<file path="src/rtl/uart_pkg.sv">
// Shared definitions for the memory-mapped UART: FSM encodings, status bit
// positions and the decoder addresses the two selects correspond to.
package uart_pkg;
    typedef enum logic [1:0] {TX_IDLE, TX_START, TX_DATA, TX_STOP} tx_state_t;
    typedef enum logic [2:0] {RX_IDLE, RX_START, RX_DATA, RX_STOP, RX_WAIT} rx_state_t;

    localparam int ST_TX_FULL  = 0;
    localparam int ST_TX_EMPTY = 1;
    localparam int ST_RX_AVAIL = 2;
    localparam int ST_TX_BUSY  = 3;
    localparam int ST_RX_OVF   = 4;
    localparam int ST_FRAME    = 5;
    localparam int ST_TX_OVF   = 6;

    localparam logic [1:0] UART_ADDR   = 2'd3;
    localparam logic [1:0] STATUS_ADDR = 2'd0;
endpackage

</file>
<file path="src/rtl/sync_fifo.sv">
// Single-clock FIFO with a combinational head. A push is accepted while full
// only if a pop drains an entry in the same cycle; a pop on empty is ignored.
module sync_fifo #(
    parameter int WIDTH = 8,
    parameter int DEPTH = 16
) (
    input  logic             clk,
    input  logic             rst,
    input  logic             push,
    input  logic             pop,
    input  logic [WIDTH-1:0] din,
    output logic             full,
    output logic             empty,
    output logic [WIDTH-1:0] head
);
    localparam int AW = $clog2(DEPTH);
    localparam logic [AW:0] FULL_CNT = (AW+1)'(DEPTH);

    logic [WIDTH-1:0] mem [DEPTH];
    logic [AW-1:0]    wr_ptr, rd_ptr;
    logic [AW:0]      count;
    logic             do_push, do_pop;

    assign do_pop  = pop && !empty;
    assign do_push = push && (!full || do_pop);
    assign full    = (count == FULL_CNT);
    assign empty   = (count == '0);
    assign head    = mem[rd_ptr];

    always_ff @(posedge clk) begin
        if (do_push) mem[wr_ptr] <= din;
    end

    always_ff @(posedge clk) begin
        if (rst) begin
            wr_ptr <= '0;
            rd_ptr <= '0;
            count  <= '0;
        end else begin
            if (do_push) wr_ptr <= wr_ptr + 1'b1;
            if (do_pop)  rd_ptr <= rd_ptr + 1'b1;
            if (do_push && !do_pop)      count <= count + 1'b1;
            else if (!do_push && do_pop) count <= count - 1'b1;
        end
    end
endmodule

</file>
<file path="src/rtl/uart_mmio.sv">
// Memory-mapped 8N1 UART: TX/RX FIFOs, serialiser, deserialiser with a 2-flop
// input synchroniser, and a status word with write-1-to-clear sticky flags.
module uart_mmio
    import uart_pkg::*;
#(
    parameter int CLKS_PER_BIT = 104,
    parameter int FIFO_DEPTH   = 16
) (
    input  logic        CLK,
    input  logic        RST,
    input  logic [15:0] dataIn,
    input  logic        write,
    input  logic        read,
    input  logic        uart_sel,
    input  logic        status_sel,
    output logic [15:0] dataOut,
    output logic        TX,
    input  logic        RX
);
    localparam int CNT_W = $clog2(CLKS_PER_BIT);
    localparam logic [CNT_W-1:0] BIT_LAST  = CNT_W'(CLKS_PER_BIT - 1);
    localparam logic [CNT_W-1:0] HALF_LAST = CNT_W'(CLKS_PER_BIT / 2 - 1);

    tx_state_t        tx_state;
    rx_state_t        rx_state;
    logic [CNT_W-1:0] tx_cnt, rx_cnt;
    logic [2:0]       tx_bit, rx_bit;
    logic [7:0]       tx_shift, rx_shift, tx_head, rx_head;
    logic             tx_full, tx_empty, rx_full, rx_empty;
    logic             tx_push, tx_pop, rx_push, rx_pop, tx_busy;
    logic             rx_s1, rx_s2;
    logic             tx_ovf, rx_ovf, frame_err;
    logic             tx_ovf_set, rx_ovf_set, frame_set, sts_wr;
    logic [6:0]       status;
    logic             unused_din;

    assign unused_din = ^dataIn[15:8];

    assign tx_push    = uart_sel & write;
    assign rx_pop     = uart_sel & read;
    assign sts_wr     = status_sel & write;
    assign tx_pop     = (tx_state == TX_IDLE) && !tx_empty;
    assign tx_busy    = (tx_state != TX_IDLE);
    assign rx_push    = (rx_state == RX_STOP) && (rx_cnt == BIT_LAST) && rx_s2;
    assign frame_set  = (rx_state == RX_STOP) && (rx_cnt == BIT_LAST) && !rx_s2;
    // An overflow is a push the FIFO refused: full with no simultaneous drain.
    assign tx_ovf_set = tx_push && tx_full && !tx_pop;
    assign rx_ovf_set = rx_push && rx_full && !rx_pop;

    sync_fifo #(.WIDTH(8), .DEPTH(FIFO_DEPTH)) tx_fifo (
        .clk(CLK), .rst(RST), .push(tx_push), .pop(tx_pop), .din(dataIn[7:0]),
        .full(tx_full), .empty(tx_empty), .head(tx_head)
    );

    sync_fifo #(.WIDTH(8), .DEPTH(FIFO_DEPTH)) rx_fifo (
        .clk(CLK), .rst(RST), .push(rx_push), .pop(rx_pop), .din(rx_shift),
        .full(rx_full), .empty(rx_empty), .head(rx_head)
    );

    // TX is registered from the current state, so the line trails the FSM by one cycle.
    always_ff @(posedge CLK) begin
        if (RST) begin
            tx_state <= TX_IDLE;
            tx_cnt   <= '0;
            tx_bit   <= '0;
            tx_shift <= '0;
            TX       <= 1'b1;
        end else begin
            TX <= (tx_state == TX_START) ? 1'b0 :
                  (tx_state == TX_DATA)  ? tx_shift[0] : 1'b1;
            unique case (tx_state)
                TX_IDLE: if (!tx_empty) begin
                    tx_shift <= tx_head;
                    tx_cnt   <= '0;
                    tx_state <= TX_START;
                end
                TX_START: if (tx_cnt == BIT_LAST) begin
                    tx_cnt   <= '0;
                    tx_bit   <= '0;
                    tx_state <= TX_DATA;
                end else tx_cnt <= tx_cnt + 1'b1;
                TX_DATA: if (tx_cnt == BIT_LAST) begin
                    tx_cnt   <= '0;
                    tx_shift <= {1'b0, tx_shift[7:1]};
                    if (tx_bit == 3'd7) tx_state <= TX_STOP;
                    else                tx_bit   <= tx_bit + 1'b1;
                end else tx_cnt <= tx_cnt + 1'b1;
                TX_STOP: if (tx_cnt == BIT_LAST) begin
                    tx_cnt   <= '0;
                    tx_state <= TX_IDLE;
                end else tx_cnt <= tx_cnt + 1'b1;
            endcase
        end
    end

    always_ff @(posedge CLK) begin
        if (RST) begin
            rx_s1    <= 1'b1;
            rx_s2    <= 1'b1;
            rx_state <= RX_IDLE;
            rx_cnt   <= '0;
            rx_bit   <= '0;
            rx_shift <= '0;
        end else begin
            rx_s1 <= RX;
            rx_s2 <= rx_s1;
            case (rx_state)
                RX_IDLE: if (!rx_s2) begin
                    rx_cnt   <= '0;
                    rx_state <= RX_START;
                end
                RX_START: if (rx_cnt == HALF_LAST) begin
                    rx_cnt   <= '0;
                    rx_bit   <= '0;
                    rx_state <= rx_s2 ? RX_IDLE : RX_DATA;
                end else rx_cnt <= rx_cnt + 1'b1;
                RX_DATA: if (rx_cnt == BIT_LAST) begin
                    rx_cnt   <= '0;
                    rx_shift <= {rx_s2, rx_shift[7:1]};
                    if (rx_bit == 3'd7) rx_state <= RX_STOP;
                    else                rx_bit   <= rx_bit + 1'b1;
                end else rx_cnt <= rx_cnt + 1'b1;
                RX_STOP: if (rx_cnt == BIT_LAST) begin
                    rx_cnt   <= '0;
                    rx_state <= rx_s2 ? RX_IDLE : RX_WAIT;
                end else rx_cnt <= rx_cnt + 1'b1;
                RX_WAIT: if (rx_s2) rx_state <= RX_IDLE;
                default: rx_state <= RX_IDLE;
            endcase
        end
    end

    // A set in the same cycle as its W1C clear wins.
    always_ff @(posedge CLK) begin
        if (RST) begin
            tx_ovf    <= 1'b0;
            rx_ovf    <= 1'b0;
            frame_err <= 1'b0;
        end else begin
            tx_ovf    <= (tx_ovf    & ~(sts_wr & dataIn[ST_TX_OVF])) | tx_ovf_set;
            rx_ovf    <= (rx_ovf    & ~(sts_wr & dataIn[ST_RX_OVF])) | rx_ovf_set;
            frame_err <= (frame_err & ~(sts_wr & dataIn[ST_FRAME]))  | frame_set;
        end
    end

    always_comb begin
        status              = '0;
        status[ST_TX_FULL]  = tx_full;
        status[ST_TX_EMPTY] = tx_empty;
        status[ST_RX_AVAIL] = !rx_empty;
        status[ST_TX_BUSY]  = tx_busy;
        status[ST_RX_OVF]   = rx_ovf;
        status[ST_FRAME]    = frame_err;
        status[ST_TX_OVF]   = tx_ovf;
    end

    always_comb begin
        dataOut = '0;
        if (uart_sel) begin
            dataOut[15]  = rx_empty;
            dataOut[7:0] = rx_empty ? 8'h00 : rx_head;
        end else if (status_sel) begin
            dataOut[6:0] = status;
        end
    end
endmodule
</file>
<file path="config.mk">
export PLATFORM = sky130hd
export DESIGN_NAME = uart_mmio
export DESIGN_NICKNAME = d
export VERILOG_FILES = /design/src/rtl/uart_pkg.sv /design/src/rtl/sync_fifo.sv /design/src/rtl/uart_mmio.sv
export SDC_FILE = /design/constraint.sdc
export NUM_CORES = 1
export LEC_CHECK = 0
export CAP_MARGIN = 15
export CELL_PAD_IN_SITES_DETAIL_PLACEMENT = 0
export CELL_PAD_IN_SITES_GLOBAL_PLACEMENT = 1
export CORE_UTILIZATION = 45
export CTS_BUF_LIST = sky130_fd_sc_hd__clkbuf_8 sky130_fd_sc_hd__clkbuf_16
export CTS_CLUSTER_DIAMETER = 200
export DETAILED_ROUTE_END_ITERATION = 8
export PLACE_DENSITY_LB_ADDON = 0.12
export SLEW_MARGIN = 20
export SYNTH_ARGS = -nofsm -noshare
export SYNTH_HDL_FRONTEND = slang
export SYNTH_SLANG_ARGS = --single-unit
</file>
<file path="constraint.sdc">
create_clock -name CLK -period 9.31 [get_ports CLK]
set_input_delay 1.862 -clock CLK [delete_from_list [all_inputs] [get_ports CLK]]
set_output_delay 1.862 -clock CLK [all_outputs]
set_load 0.01 [all_outputs]
</file>
==> results_tabular.tex, run 1 <==
\begin{tabular}{lr}
\hline
Metric & Value \\
\hline
\multicolumn{2}{l}{\textbf{Global route}} \\
Largest net degree at the start of global routing & 70 \\
Initial antenna violation count & 0 \\
Combined global-route utilization of all metal layers & 0.1848 \\
Wire length of the first global-routing pass & $\sim$44000 um \\
Via count of the first global-routing pass & a little under 8000 \\
GR Overflow Total & 0 \\
\multicolumn{2}{l}{\textbf{Yosys}} \\
Sequential fraction of the synthesis area & 0.6613 \\
Most frequently used cell type in the post-synthesis netlist & sky130\_fd\_sc\_hd\_\_edfxtp\_1 \\
Number of enable flip-flop cells after synthesis & 256 \\
Library cells used by synthesis & about 70 \\
Mean instance size in the synthesized netlist & 15.10 um\^{}2 \\
Number of warnings reported in the yosys synthesis log & 0 \\
Post-synthesis async set-or-reset flop share & 0 \\
Most used flip-flop cell after synthesis & sky130\_fd\_sc\_hd\_\_edfxtp\_1 \\
Synthesized instance count & 932 \\
Most common library cells after synthesis & sky130\_fd\_sc\_hd\_\_edfxtp\_1 (256), sky130\_fd\_sc\_hd\_\_nor2\_1 (82), sky130\_fd\_sc\_hd\_\_dfxtp\_1 (81) \\
Post-synthesis cell type with the largest combined area & sky130\_fd\_sc\_hd\_\_edfxtp\_1 \\
Synth Cell Area & 14080 um\^{}2 \\
Biggest area contributors in the synthesized netlist & sky130\_fd\_sc\_hd\_\_edfxtp\_1 (55\%), sky130\_fd\_sc\_hd\_\_dfxtp\_1 (12\%), sky130\_fd\_sc\_hd\_\_mux4\_2 (8.5\%) \\
Post-synthesis sequential element count & 337 \\
Top-area cell type share of the netlist area & 0.5461 \\
\multicolumn{2}{l}{\textbf{Worst setup path}} \\
Worst Reg-to-Reg Cells & 12 \\
Required time of the critical path & 7.45 ns \\
Startpoint-to-endpoint class of the critical path & primary input to output pin \\
WP data arrival & 3.98 ns \\
Endpoint kind of the worst setup timing path & output pin \\
Critical path peak fanout & 8 \\
Crit start category & primary input \\
\multicolumn{2}{l}{\textbf{Placement}} \\
Port-buffer cells & 24 \\
Pre-CTS WS & about 3.5 ns \\
Placer's final routability congestion estimate & about 0.74 \\
Dpl hpwl & 18540 um \\
\multicolumn{2}{l}{\textbf{Timing}} \\
Shortest period the worst path allows & just under 6 ns \\
Setup slack after layout & about 3.5 ns \\
Setup clock skew after layout & $\sim$0.028 ns \\
Final total negative setup slack & 0 ns \\
Fin. max-slew vios & 0 \\
Final setup violating endpoints & 0 \\
Setup repair after global routing missed its margin & false \\
Slew margin rel. & 0.3403 \\
Transition time at the pin with the least slew margin & a little under 1 ns \\
Final Hold Viols & 0 \\
Maximum clock frequency & 171.3 MHz \\
Final worst path period share & 0.6271 \\
\multicolumn{2}{l}{\textbf{Layout}} \\
Layout cell share with drive strength beyond 1 & 0.1482 \\
Antenna fix cells & 0 \\
Syn-to-layout area delta & 12.93\% \\
Nets@finish & 1012 \\
\multicolumn{2}{l}{\textbf{Drt}} \\
Wire length per cell & 20.71 um \\
Post-Route WL & approximately 29000 um \\
Via total after detailed routing & 7713 \\
Vias/cell & around 5.6 \\
Length of the first detailed-routing pass in iterations & 4 \\
Number of nets with antenna violations after routing & 0 \\
DRC errors left & 0 \\
Iteration-0 DRC count of the detailed router & 537 \\
\multicolumn{2}{l}{\textbf{Outcome}} \\
Outcome & complete, no violations \\
\multicolumn{2}{l}{\textbf{Floorplanning}} \\
Initial Utilization & 0.4590 \\
Full die area & around 32000 um\^{}2 \\
\# rows & between 60 and 70 \\
I/O pin total & 40 \\
Die Y & 178.9 um \\
Horizontal die dimension & 178.9 um \\
Core region area & approximately 31000 um\^{}2 \\
\multicolumn{2}{l}{\textbf{Hold path}} \\
Number of cells on the worst hold path & 1 \\
Worst hold path class & register to register \\
\multicolumn{2}{l}{\textbf{Pwr}} \\
Total leakage power & 0.005263 uW \\
Worst vdd rail ir drop & roughly 0.17 mV \\
Overall power after layout & around 4000 uW \\
Pwr dens & 252.1 nW/um\^{}2 \\
\multicolumn{2}{l}{\textbf{CTS}} \\
Root buf cell & sky130\_fd\_sc\_hd\_\_clkbuf\_16 \\
Post-cts repair resize count & 0 \\
Register clock-pin slew on the reported worst setup and hold paths & around 0.060 ns \\
Hold-fix buffer count after cts & 0 \\
CTS sink count & about 340 \\
Clock network latency to the later pin of the worst-skew pair & 0.52 ns \\
Number of setup buffers added after CTS & 0 \\
Maximum clock insertion buffer count & 3 \\
Total clock buffers created by CTS & 37 \\
CTS tree & done \\
Depth of the CTS H-tree & 2 \\
\multicolumn{2}{l}{\textbf{Job}} \\
Max-capacitance violation count & 0 \\
\hline
\end{tabular}
[worst max-delay path, stage by stage]
cell                              delay [ns]
sky130_fd_sc_hd__clkdlybuf4s50_1        0.72
sky130_fd_sc_hd__o21ai_1                0.41
sky130_fd_sc_hd__o22ai_1                0.38
sky130_fd_sc_hd__clkdlybuf4s50_1        0.60
[layout by cell type (no fill, tap or decap), types with 5 or more instances in the layout]
| cell | Yosys | layout |
|---|---|---|
| sky130_fd_sc_hd__a21oi_1 | 38 | 38 |
| sky130_fd_sc_hd__a22oi_1 | 6 | 6 |
| sky130_fd_sc_hd__clkinv_2 | 0 | 5 |
| sky130_fd_sc_hd__edfxtp_1 | 256 | 256 |
| sky130_fd_sc_hd__nor2_1 | 82 | 82 |
| sky130_fd_sc_hd__bufinv_16 | 0 | 6 |
| sky130_fd_sc_hd__mux4_1 | 5 | 5 |
| sky130_fd_sc_hd__o21ai_0 | 25 | 24 |
| sky130_fd_sc_hd__ha_1 | 30 | 30 |
| sky130_fd_sc_hd__clkdlybuf4s50_1 | 0 | 23 |
| sky130_fd_sc_hd__a221oi_1 | 7 | 7 |
| sky130_fd_sc_hd__conb_1 | 1 | 7 |
| sky130_fd_sc_hd__dfxtp_1 | 81 | 78 |
| sky130_fd_sc_hd__and2_1 | 16 | 16 |
| sky130_fd_sc_hd__mux4_2 | 53 | 53 |
| sky130_fd_sc_hd__nand2_1 | 50 | 50 |
| sky130_fd_sc_hd__a21o_1 | 7 | 7 |
| sky130_fd_sc_hd__nor3b_1 | 6 | 6 |
| sky130_fd_sc_hd__clkbuf_16 | 0 | 37 |
| sky130_fd_sc_hd__and3_1 | 7 | 7 |
| sky130_fd_sc_hd__clkinvlp_4 | 0 | 5 |
| sky130_fd_sc_hd__nor3_1 | 14 | 14 |
| sky130_fd_sc_hd__mux2_2 | 11 | 11 |
| sky130_fd_sc_hd__buf_4 | 10 | 8 |
| sky130_fd_sc_hd__inv_1 | 19 | 24 |
| sky130_fd_sc_hd__a31oi_1 | 5 | 5 |
| sky130_fd_sc_hd__mux2i_1 | 39 | 39 |
| sky130_fd_sc_hd__a2bb2oi_1 | 5 | 5 |
| sky130_fd_sc_hd__nand3_1 | 22 | 22 |
| sky130_fd_sc_hd__nor2b_1 | 9 | 9 |
| sky130_fd_sc_hd__nand2b_1 | 8 | 8 |
| sky130_fd_sc_hd__xor2_1 | 11 | 11 |
| sky130_fd_sc_hd__xnor2_1 | 5 | 5 |
[final timing paths]
| check | slack [ns] | end | from |
|---|---|---|---|
| worst max-delay path | 3.47 | dataOut[1] | uart_sel |
| worst min-delay path | 0.41 | rx_s2$_SDFF_PP1_ | rx_s1$_SDFF_PP1_ |
| worst max register to register | 5.32 | tx_fifo.count[4]$_SDFFE_PP0P_ | tx_state[0]$_SDFFE_PP0P_ |
| worst min register to register | 0.41 | rx_s2$_SDFF_PP1_ | rx_s1$_SDFF_PP1_ |
[per-stage QoR]
stage                       util  area [um^2]  std cells  hold WS [ns]
after global placement    0.4771        14630       1314        0.4049
final                     0.5184        15900       1381        0.4130
after global routing      0.5184        15900       1381        0.4268
after detailed placement  0.4771        14630       1314        0.4061
after floorplan                -        14100        938        0.3895
after CTS                 0.5184        15900       1381        0.4196
[routing by layer]
metal / GRT usage / wire length (um)
met2: 0.3242 / 14660
met5: 0 / 0
met1: 0.2371 / 12290
met3: 0.02969 / 1083
met4: 0.04873 / 565
[sequential cells by signal (all words and copies together), names as in the netlist, 4 cells and up, named ones only]
name	cells
tx_shift	8
rx_fifo.rd_ptr	4
tx_fifo.wr_ptr	4
rx_fifo.wr_ptr	4
rx_fifo.count	5
rx_shift	8
rx_cnt	7
tx_fifo.rd_ptr	4
tx_cnt	7
tx_fifo.mem	128
rx_fifo.mem	128
tx_fifo.count	5
[area by class of cell]
cell class / instances / area (um^2)
clock buffer: 40 / 967.2
clock inverter: 27 / 299.0
fill: 2530 / 14770
inverter: 20 / 75.07
multi-input combinational: 529 / 4453
sequential: 337 / 9313
tap: 396 / 495.5
timing repair buffer: 32 / 295.3
[where the power goes]
| part | switching (uW) | internal [uW] |
|---|---|---|
| combinational | 427 | 354 |
| sequential | 53.4 | 1660 |
| clock | 588 | 920 |
[logic make-up (layout without fill, tap and decap cells)]
| logic type | Yosys count | after routing | synth area share |
|---|---|---|---|
| other cells | 1 | 7 | 0.0002664 |
| xor+xnor | 16 | 16 | 0.009954 |
| fa+ha+maj | 32 | 32 | 0.02951 |
| simple gates | 242 | 242 | 0.08675 |
| buf+inv | 72 | 119 | 0.02400 |
| compound gates | 124 | 124 | 0.05760 |
| flops | 337 | 337 | 0.6613 |
| mux | 108 | 108 | 0.1307 |
Power figures use the tool's default switching activity.
==> run 2: changes to the inputs <==
Clock period 9.31 ns to 4.9 ns, I/O delays scaled along.
==> results_tabular.tex, run 2 (same netlist as run 1, synthesis figures left out) <==
\begin{tabular}{lr}
\hline
Metric & Value \\
\hline
\multicolumn{2}{l}{\textbf{Worst setup path}} \\
R2R Path End & rx\_fifo.count[4]\$\_SDFFE\_PP0P\_ \\
Cell at the slowest stage of the critical path & sky130\_fd\_sc\_hd\_\_dfxtp\_2 \\
Critical path peak fanout & 16 \\
Delay of the slowest cell on the worst path & 0.69 ns \\
Register-to-register setup slack & around 1.0 ns \\
Worst Reg-to-Reg Cells & 13 \\
Kind of cell with the highest combined delay on the critical path & compound AO/OA/AOI/OAI gates \\
Number of cells on the critical path & 6 \\
Crit start category & register \\
Required time of the critical path & between 3 and 4 ns \\
Ordered list of cells on the worst path & mux4\_2 > nor2b\_1 > a211o\_1 > a31oi\_1 > a21oi\_1 > clkdlybuf4s50\_1 \\
Startpoint-to-endpoint class of the critical path & register to output pin \\
Number of buffer and inverter stages on the critical path & 1 \\
Endpoint kind of the worst setup timing path & output pin \\
WP data arrival & 3.20 ns \\
R2r startpoint & rx\_cnt[0]\$\_SDFFE\_PP0P\_ \\
\multicolumn{2}{l}{\textbf{Pwr}} \\
Clock share of power & 0.351 \\
Pwr dens & about 460 nW/um\^{}2 \\
Total leakage power & about 0.0053 uW \\
P\_int & 5352 uW \\
Worst vdd rail ir drop & between 0.2 and 0.25 mV \\
Combinational share of power & 0.195 \\
Switching power total & $\sim$2000 uW \\
Switching fraction of total power & 0.2698 \\
Reg power frac & 0.454 \\
\multicolumn{2}{l}{\textbf{CTS}} \\
CTS sink count & around 340 \\
Number of setup buffers added after CTS & 0 \\
CTS tree & done \\
Clock network latency to the later pin of the worst-skew pair & 0.53 ns \\
Root buf cell & sky130\_fd\_sc\_hd\_\_clkbuf\_16 \\
Register clock-pin slew on the reported worst setup and hold paths & 0.06 ns \\
Post-cts repair resize count & 0 \\
Hold-fix buffer count after cts & 0 \\
Total clock buffers created by CTS & 37 \\
Depth of the CTS H-tree & 2 \\
Maximum clock insertion buffer count & 3 \\
\multicolumn{2}{l}{\textbf{Timing}} \\
Maximum clock frequency & between 200 and 250 MHz \\
Setup repair after global routing missed its margin & false \\
Shortest period the worst path allows & 4.180 ns \\
Final total negative setup slack & 0 ns \\
Final setup violating endpoints & 0 \\
Transition time at the pin with the least slew margin & 0.9807 ns \\
Setup slack after layout & 0.7201 ns \\
Setup clock skew after layout & $\sim$0.026 ns \\
Slew margin rel. & 0.3453 \\
Fin. max-slew vios & 0 \\
Final Hold Viols & 0 \\
Final worst path period share & 0.8530 \\
\multicolumn{2}{l}{\textbf{Layout}} \\
Nets@finish & 1017 \\
Registers with the most flip-flops & rx\_fifo.mem (128), tx\_fifo.mem (128) \\
Most frequent cells in the layout & sky130\_fd\_sc\_hd\_\_edfxtp\_1 (256), sky130\_fd\_sc\_hd\_\_nor2\_1 (82), sky130\_fd\_sc\_hd\_\_dfxtp\_1 (79) \\
Filler Cell Count & 2568 \\
Layout cell share with drive strength beyond 1 & 0.1423 \\
Antenna fix cells & 0 \\
Most frequent standard cell in the layout excluding fill and tap cells & sky130\_fd\_sc\_hd\_\_edfxtp\_1 \\
Syn-to-layout area delta & 12.42\% \\
\multicolumn{2}{l}{\textbf{Drt}} \\
Iteration-0 DRC count of the detailed router & 428 \\
Wire length per cell & 20.58 um \\
Vias/cell & 5.582 \\
Length of the first detailed-routing pass in iterations & 5 \\
Number of nets with antenna violations after routing & 0 \\
DRC errors left & 0 \\
Post-Route WL & 28550 um \\
Via total after detailed routing & 7742 \\
\multicolumn{2}{l}{\textbf{Placement}} \\
Port-buffer cells & 24 \\
Placer's final routability congestion estimate & $\sim$0.76 \\
Dpl hpwl & around 19000 um \\
Pre-CTS WS & roughly 0.59 ns \\
\multicolumn{2}{l}{\textbf{Global route}} \\
Initial antenna violation count & 0 \\
Largest net degree at the start of global routing & 39 \\
Met3 Resource Use GR & 0.02608 \\
Met1 track utilization from global routing & 0.2337 \\
Via count of the first global-routing pass & 7770 \\
Most heavily used metal layer in global routing & met2 \\
Met2 layer usage reported by global route & 0.3271 \\
Combined global-route utilization of all metal layers & 0.1838 \\
Wire length of the first global-routing pass & 44100 um \\
GR Overflow Total & 0 \\
\multicolumn{2}{l}{\textbf{Floorplanning}} \\
I/O pin total & 40 \\
Die Y & 178.9 um \\
Initial Utilization & 0.4590 \\
Full die area & 31990 um\^{}2 \\
Core region area & 30670 um\^{}2 \\
\# rows & 64 \\
Horizontal die dimension & 178.9 um \\
\multicolumn{2}{l}{\textbf{Hold path}} \\
Number of cells on the worst hold path & 1 \\
Worst hold path class & register to register \\
Launch point of the worst hold path & rx\_s1\$\_SDFF\_PP1\_ \\
End of the worst hold path & rx\_s2\$\_SDFF\_PP1\_ \\
\multicolumn{2}{l}{\textbf{Job}} \\
Max-capacitance violation count & 0 \\
\multicolumn{2}{l}{\textbf{Outcome}} \\
Outcome & complete, no violations \\
\hline
\end{tabular}
[run 2: cell count changes in the layout (fill, tap and decap cells not counted), moves of 3 or more]
cell	change
sky130_fd_sc_hd__inv_1	+13
sky130_fd_sc_hd__bufinv_16	-5
sky130_fd_sc_hd__clkinvlp_4	-5
sky130_fd_sc_hd__buf_4	+5
sky130_fd_sc_hd__clkinv_1	-3
[run 2: metrics by stage]
stage / total power, uW / hold WS [ns] / cell area [um^2] / utilization / instances
6_report: 7330 / 0.4121 / 15830 / 0.5160 / 1387
5_1_grt: 7675 / 0.4422 / 15830 / 0.5160 / 1387
4_1_cts: 7415 / 0.4163 / 15830 / 0.5160 / 1387
3_5_place_dp: 4838 / 0.3993 / 14670 / 0.4783 / 1319
3_3_place_gp: 4784 / 0.4065 / 14670 / 0.4783 / 1319
2_1_floorplan: 4400 / 0.3895 / 14100 / - / 938
[run 2: worst max path at each step]
stage                                    endpoint  slack, ns
floorplan           tx_fifo.count[4]$_SDFFE_PP0P_       1.68
global placement    rx_fifo.count[4]$_SDFFE_PP0P_       0.64
detailed placement  rx_fifo.count[4]$_SDFFE_PP0P_       0.59
CTS                                    dataOut[2]       0.64
global route                           dataOut[3]       0.49
finish                                 dataOut[2]       0.72
[run 2: cell type report]
| cell class | count | area (um^2) | share of cell area |
|---|---|---|---|
| sequential | 337 | 9311 | 0.5884 |
| multi-input combinational | 529 | 4453 | 0.2814 |
| clock buffer | 42 | 994.7 | 0.06286 |
| tap | 396 | 495.5 | 0.03131 |
| timing repair buffer | 37 | 332.8 | 0.02103 |
| clock inverter | 26 | 162.7 | 0.01028 |
| inverter | 20 | 75.07 | 0.004744 |
[run 2: layer usage]
layer	vias to the layer above	routed length [um]
li1	3617	-
met1	3927	12050
met2	153	14940
met3	45	1011
met4	0	549
met5	-	0
[run 2: power groups by stage]
stage                     clock (uW)  sequential [uW]  combinational, uW
after global routing            2750             3350               1570
after detailed placement           0             3390               1440
after floorplan                    0             3290               1120
after CTS                       2630             3330               1450
after global placement             0             3390               1400
final                           2580             3330               1430
==> run 3: changes to the inputs <==
Settings changed: PLACE_DENSITY from default to 0.76, PLACE_DENSITY_LB_ADDON 0.12 to default, SYNTH_HIERARCHICAL from default to 1.
==> results_tabular.tex, run 3 <==
\begin{tabular}{lr}
\hline
Metric & Value \\
\hline
\multicolumn{2}{l}{\textbf{CTS}} \\
Number of setup buffers added after CTS & 0 \\
Register clock-pin slew on the reported worst setup and hold paths & 0.06 ns \\
Total clock buffers created by CTS & 37 \\
Post-cts repair resize count & 0 \\
CTS sink count & roughly 340 \\
CTS tree & done \\
Hold-fix buffer count after cts & 0 \\
Maximum clock insertion buffer count & 3 \\
Depth of the CTS H-tree & 2 \\
Root buf cell & sky130\_fd\_sc\_hd\_\_clkbuf\_16 \\
Clock network latency to the later pin of the worst-skew pair & 0.53 ns \\
\multicolumn{2}{l}{\textbf{Worst setup path}} \\
WP data arrival & between 3 and 4 ns \\
Delay of the slowest cell on the worst path & 0.57 ns \\
Worst Reg-to-Reg Cells & 14 \\
Crit start category & register \\
Required time of the critical path & 3.92 ns \\
Ordered list of cells on the worst path & buf\_4 > mux4\_2 > a22oi\_1 > nand2\_1 > a21oi\_1 > nor2\_1 > clkdlybuf4s50\_1 \\
Cell at the slowest stage of the critical path & sky130\_fd\_sc\_hd\_\_dfxtp\_2 \\
Critical path peak fanout & 15 \\
Startpoint-to-endpoint class of the critical path & register to output pin \\
R2r startpoint & rx\_cnt[1]\$\_SDFFE\_PP0P\_ \\
R2R Path End & rx\_fifo/count[4]\$\_SDFFE\_PP0P\_ \\
Endpoint kind of the worst setup timing path & output pin \\
Register-to-register setup slack & 1.21 ns \\
\multicolumn{2}{l}{\textbf{Drt}} \\
Post-Route WL & roughly 28000 um \\
Via total after detailed routing & slightly below 8000 \\
Number of nets with antenna violations after routing & 0 \\
Length of the first detailed-routing pass in iterations & 4 \\
Iteration-0 DRC count of the detailed router & $\sim$560 \\
DRC errors left & 0 \\
Wire length per cell & 19.91 um \\
Vias/cell & 5.586 \\
\multicolumn{2}{l}{\textbf{Placement}} \\
Port-buffer cells & 24 \\
Placer's final routability congestion estimate & about 0.73 \\
Dpl hpwl & 17780 um \\
\multicolumn{2}{l}{\textbf{Yosys}} \\
Sequential fraction of the synthesis area & 0.6519 \\
Post-synthesis async set-or-reset flop share & 0 \\
Library cells used by synthesis & 68 \\
Number of enable flip-flop cells after synthesis & 256 \\
Most common library cells after synthesis & sky130\_fd\_sc\_hd\_\_edfxtp\_1 (256), sky130\_fd\_sc\_hd\_\_dfxtp\_1 (81), sky130\_fd\_sc\_hd\_\_nor2\_1 (75) \\
Mean instance size in the synthesized netlist & 15.34 um\^{}2 \\
Synthesized instance count & 931 \\
Most frequently used cell type in the post-synthesis netlist & sky130\_fd\_sc\_hd\_\_edfxtp\_1 \\
Number of warnings reported in the yosys synthesis log & 6 \\
Synth Cell Area & 14280 um\^{}2 \\
Top-area cell type share of the netlist area & 0.5383 \\
Most used flip-flop cell after synthesis & sky130\_fd\_sc\_hd\_\_edfxtp\_1 \\
Biggest area contributors in the synthesized netlist & sky130\_fd\_sc\_hd\_\_edfxtp\_1 (54\%), sky130\_fd\_sc\_hd\_\_dfxtp\_1 (11\%), sky130\_fd\_sc\_hd\_\_mux4\_2 (10\%) \\
Post-synthesis sequential element count & 337 \\
Post-synthesis cell type with the largest combined area & sky130\_fd\_sc\_hd\_\_edfxtp\_1 \\
\multicolumn{2}{l}{\textbf{Timing}} \\
Worst hold-check slack & 0.4159 ns \\
Shortest period the worst path allows & 4.079 ns \\
Maximum clock frequency & 245.2 MHz \\
Final total negative setup slack & 0 ns \\
Setup repair after global routing missed its margin & false \\
Final setup violating endpoints & 0 \\
Final worst path period share & 0.8324 \\
Final Hold Viols & 0 \\
Fin. max-slew vios & 0 \\
Slew margin rel. & 0.3587 \\
Setup clock skew after layout & around 0.017 ns \\
Transition time at the pin with the least slew margin & 0.9584 ns \\
\multicolumn{2}{l}{\textbf{Job}} \\
Max-capacitance violation count & 0 \\
\multicolumn{2}{l}{\textbf{Hold path}} \\
Launch point of the worst hold path & rx\_s1\$\_SDFF\_PP1\_ \\
Worst hold path class & register to register \\
End of the worst hold path & rx\_s2\$\_SDFF\_PP1\_ \\
Number of cells on the worst hold path & 1 \\
\multicolumn{2}{l}{\textbf{Global route}} \\
Met2 layer usage reported by global route & 0.2932 \\
Wire length of the first global-routing pass & 44140 um \\
Largest net degree at the start of global routing & 84 \\
Most heavily used metal layer in global routing & met2 \\
Initial antenna violation count & 0 \\
Via count of the first global-routing pass & 7912 \\
Met3 Resource Use GR & 0.02769 \\
GR Overflow Total & 0 \\
Combined global-route utilization of all metal layers & 0.1736 \\
Met1 track utilization from global routing & 0.2317 \\
\multicolumn{2}{l}{\textbf{Layout}} \\
Registers with the most flip-flops & rx\_fifo/mem (128), tx\_fifo/mem (128) \\
Most frequent standard cell in the layout excluding fill and tap cells & sky130\_fd\_sc\_hd\_\_edfxtp\_1 \\
Nets@finish & 1016 \\
Most frequent cells in the layout & sky130\_fd\_sc\_hd\_\_edfxtp\_1 (256), sky130\_fd\_sc\_hd\_\_dfxtp\_1 (79), sky130\_fd\_sc\_hd\_\_nor2\_1 (75) \\
Layout cell share with drive strength beyond 1 & 0.1739 \\
Antenna fix cells & 0 \\
Syn-to-layout area delta & 12.35\% \\
\multicolumn{2}{l}{\textbf{Outcome}} \\
Outcome & complete, no violations \\
\multicolumn{2}{l}{\textbf{Pwr}} \\
Worst vdd rail ir drop & 0.3527 mV \\
Total leakage power & 0.005574 uW \\
Pwr dens & 448.8 nW/um\^{}2 \\
\multicolumn{2}{l}{\textbf{Floorplanning}} \\
Initial Utilization & 0.4620 \\
\# rows & 64 \\
Core region area & 30910 um\^{}2 \\
Full die area & 32450 um\^{}2 \\
Horizontal die dimension & 180.1 um \\
Die Y & $\sim$180 um \\
I/O pin total & 40 \\
\hline
\end{tabular}
-- run 3: changes by cell type after synthesis, sizes merged, moves of 8 or more --
cell	change
a22oi	+27
a311oi	+8
inv	+9
mux2	-8
mux2i	-17
nand2	-15
nand2b	+8
o211ai	+9
-- run 3: critical path: cells and delay by family, from the launching register on --
kind            cells  cell delay (ns)
compound gates      2             0.40
buf+inv             2             0.86
simple gates        2             0.19
mux                 1             0.55
flops               1             0.57
-- run 3: area by class of cell --
| cell class | count | area [um^2] |
|---|---|---|
| multi-input cells | 516 | 4563 |
| clock buffers | 40 | 978.4 |
| fillers | 2511 | 14870 |
| inverters | 28 | 105.1 |
| well taps | 396 | 495.5 |
| clock inverters | 26 | 219.0 |
| flip-flops and latches | 337 | 9311 |
| repair buffers | 42 | 370.4 |
-- run 3: power breakdown --
group          total, uW  switching, uW  internal (uW)
clock network       2700           1090           1600
logic               1240            689            552
registers           3260            105           3160
total               7200           1890           5310
-- run 3: per-layer routing --
layer  part of all wire  vias up  routed length [um]
li1                   -     3673                   -
met1               0.45     3913               12530
met2               0.49      106               13600
met3              0.031       45                 850
met4              0.021        0                 589
met5                  0        -                   0
-- run 3: worst max path at each step --
stage                               endpoint  slack (ns)  depth (start not counted)
2_1_floorplan  rx_fifo/count[4]$_SDFFE_PP0P_        1.43                         14
3_3_place_gp                      dataOut[4]        0.94                          4
3_5_place_dp                      dataOut[0]        0.94                          4
4_1_cts                           dataOut[2]        0.74                          7
5_1_grt                           dataOut[2]        0.62                          7
6_report                          dataOut[2]        0.82                          7
-- run 3: cell families after synthesis --
logic type,after synthesis,share of synthesized area
AOI/OAI and AO/OA,146,0.07746
xor gates and xnor gates,14,0.008586
adders and majority gates,31,0.02821
buffers and inverters,84,0.03014
DFF,337,0.6519
muxes,89,0.1187
other,1,0.0002626
and+or+nand+nor,229,0.08473
-- run 3: stage by stage --
step | total power [uW] | worst slack, ns | instances | utilization | cell area, um^2
5_1_grt | 7522 | 0.6196 | 1385 | 0.5190 | 16040
4_1_cts | 7292 | 0.7405 | 1385 | 0.5190 | 16040
6_report | 7199 | 0.8213 | 1385 | 0.5190 | 16040
2_1_floorplan | 4324 | 1.425 | 937 | - | 14300
3_3_place_gp | 4565 | 0.9447 | 1319 | 0.4803 | 14850
3_5_place_dp | 4584 | 0.9449 | 1319 | 0.4803 | 14850
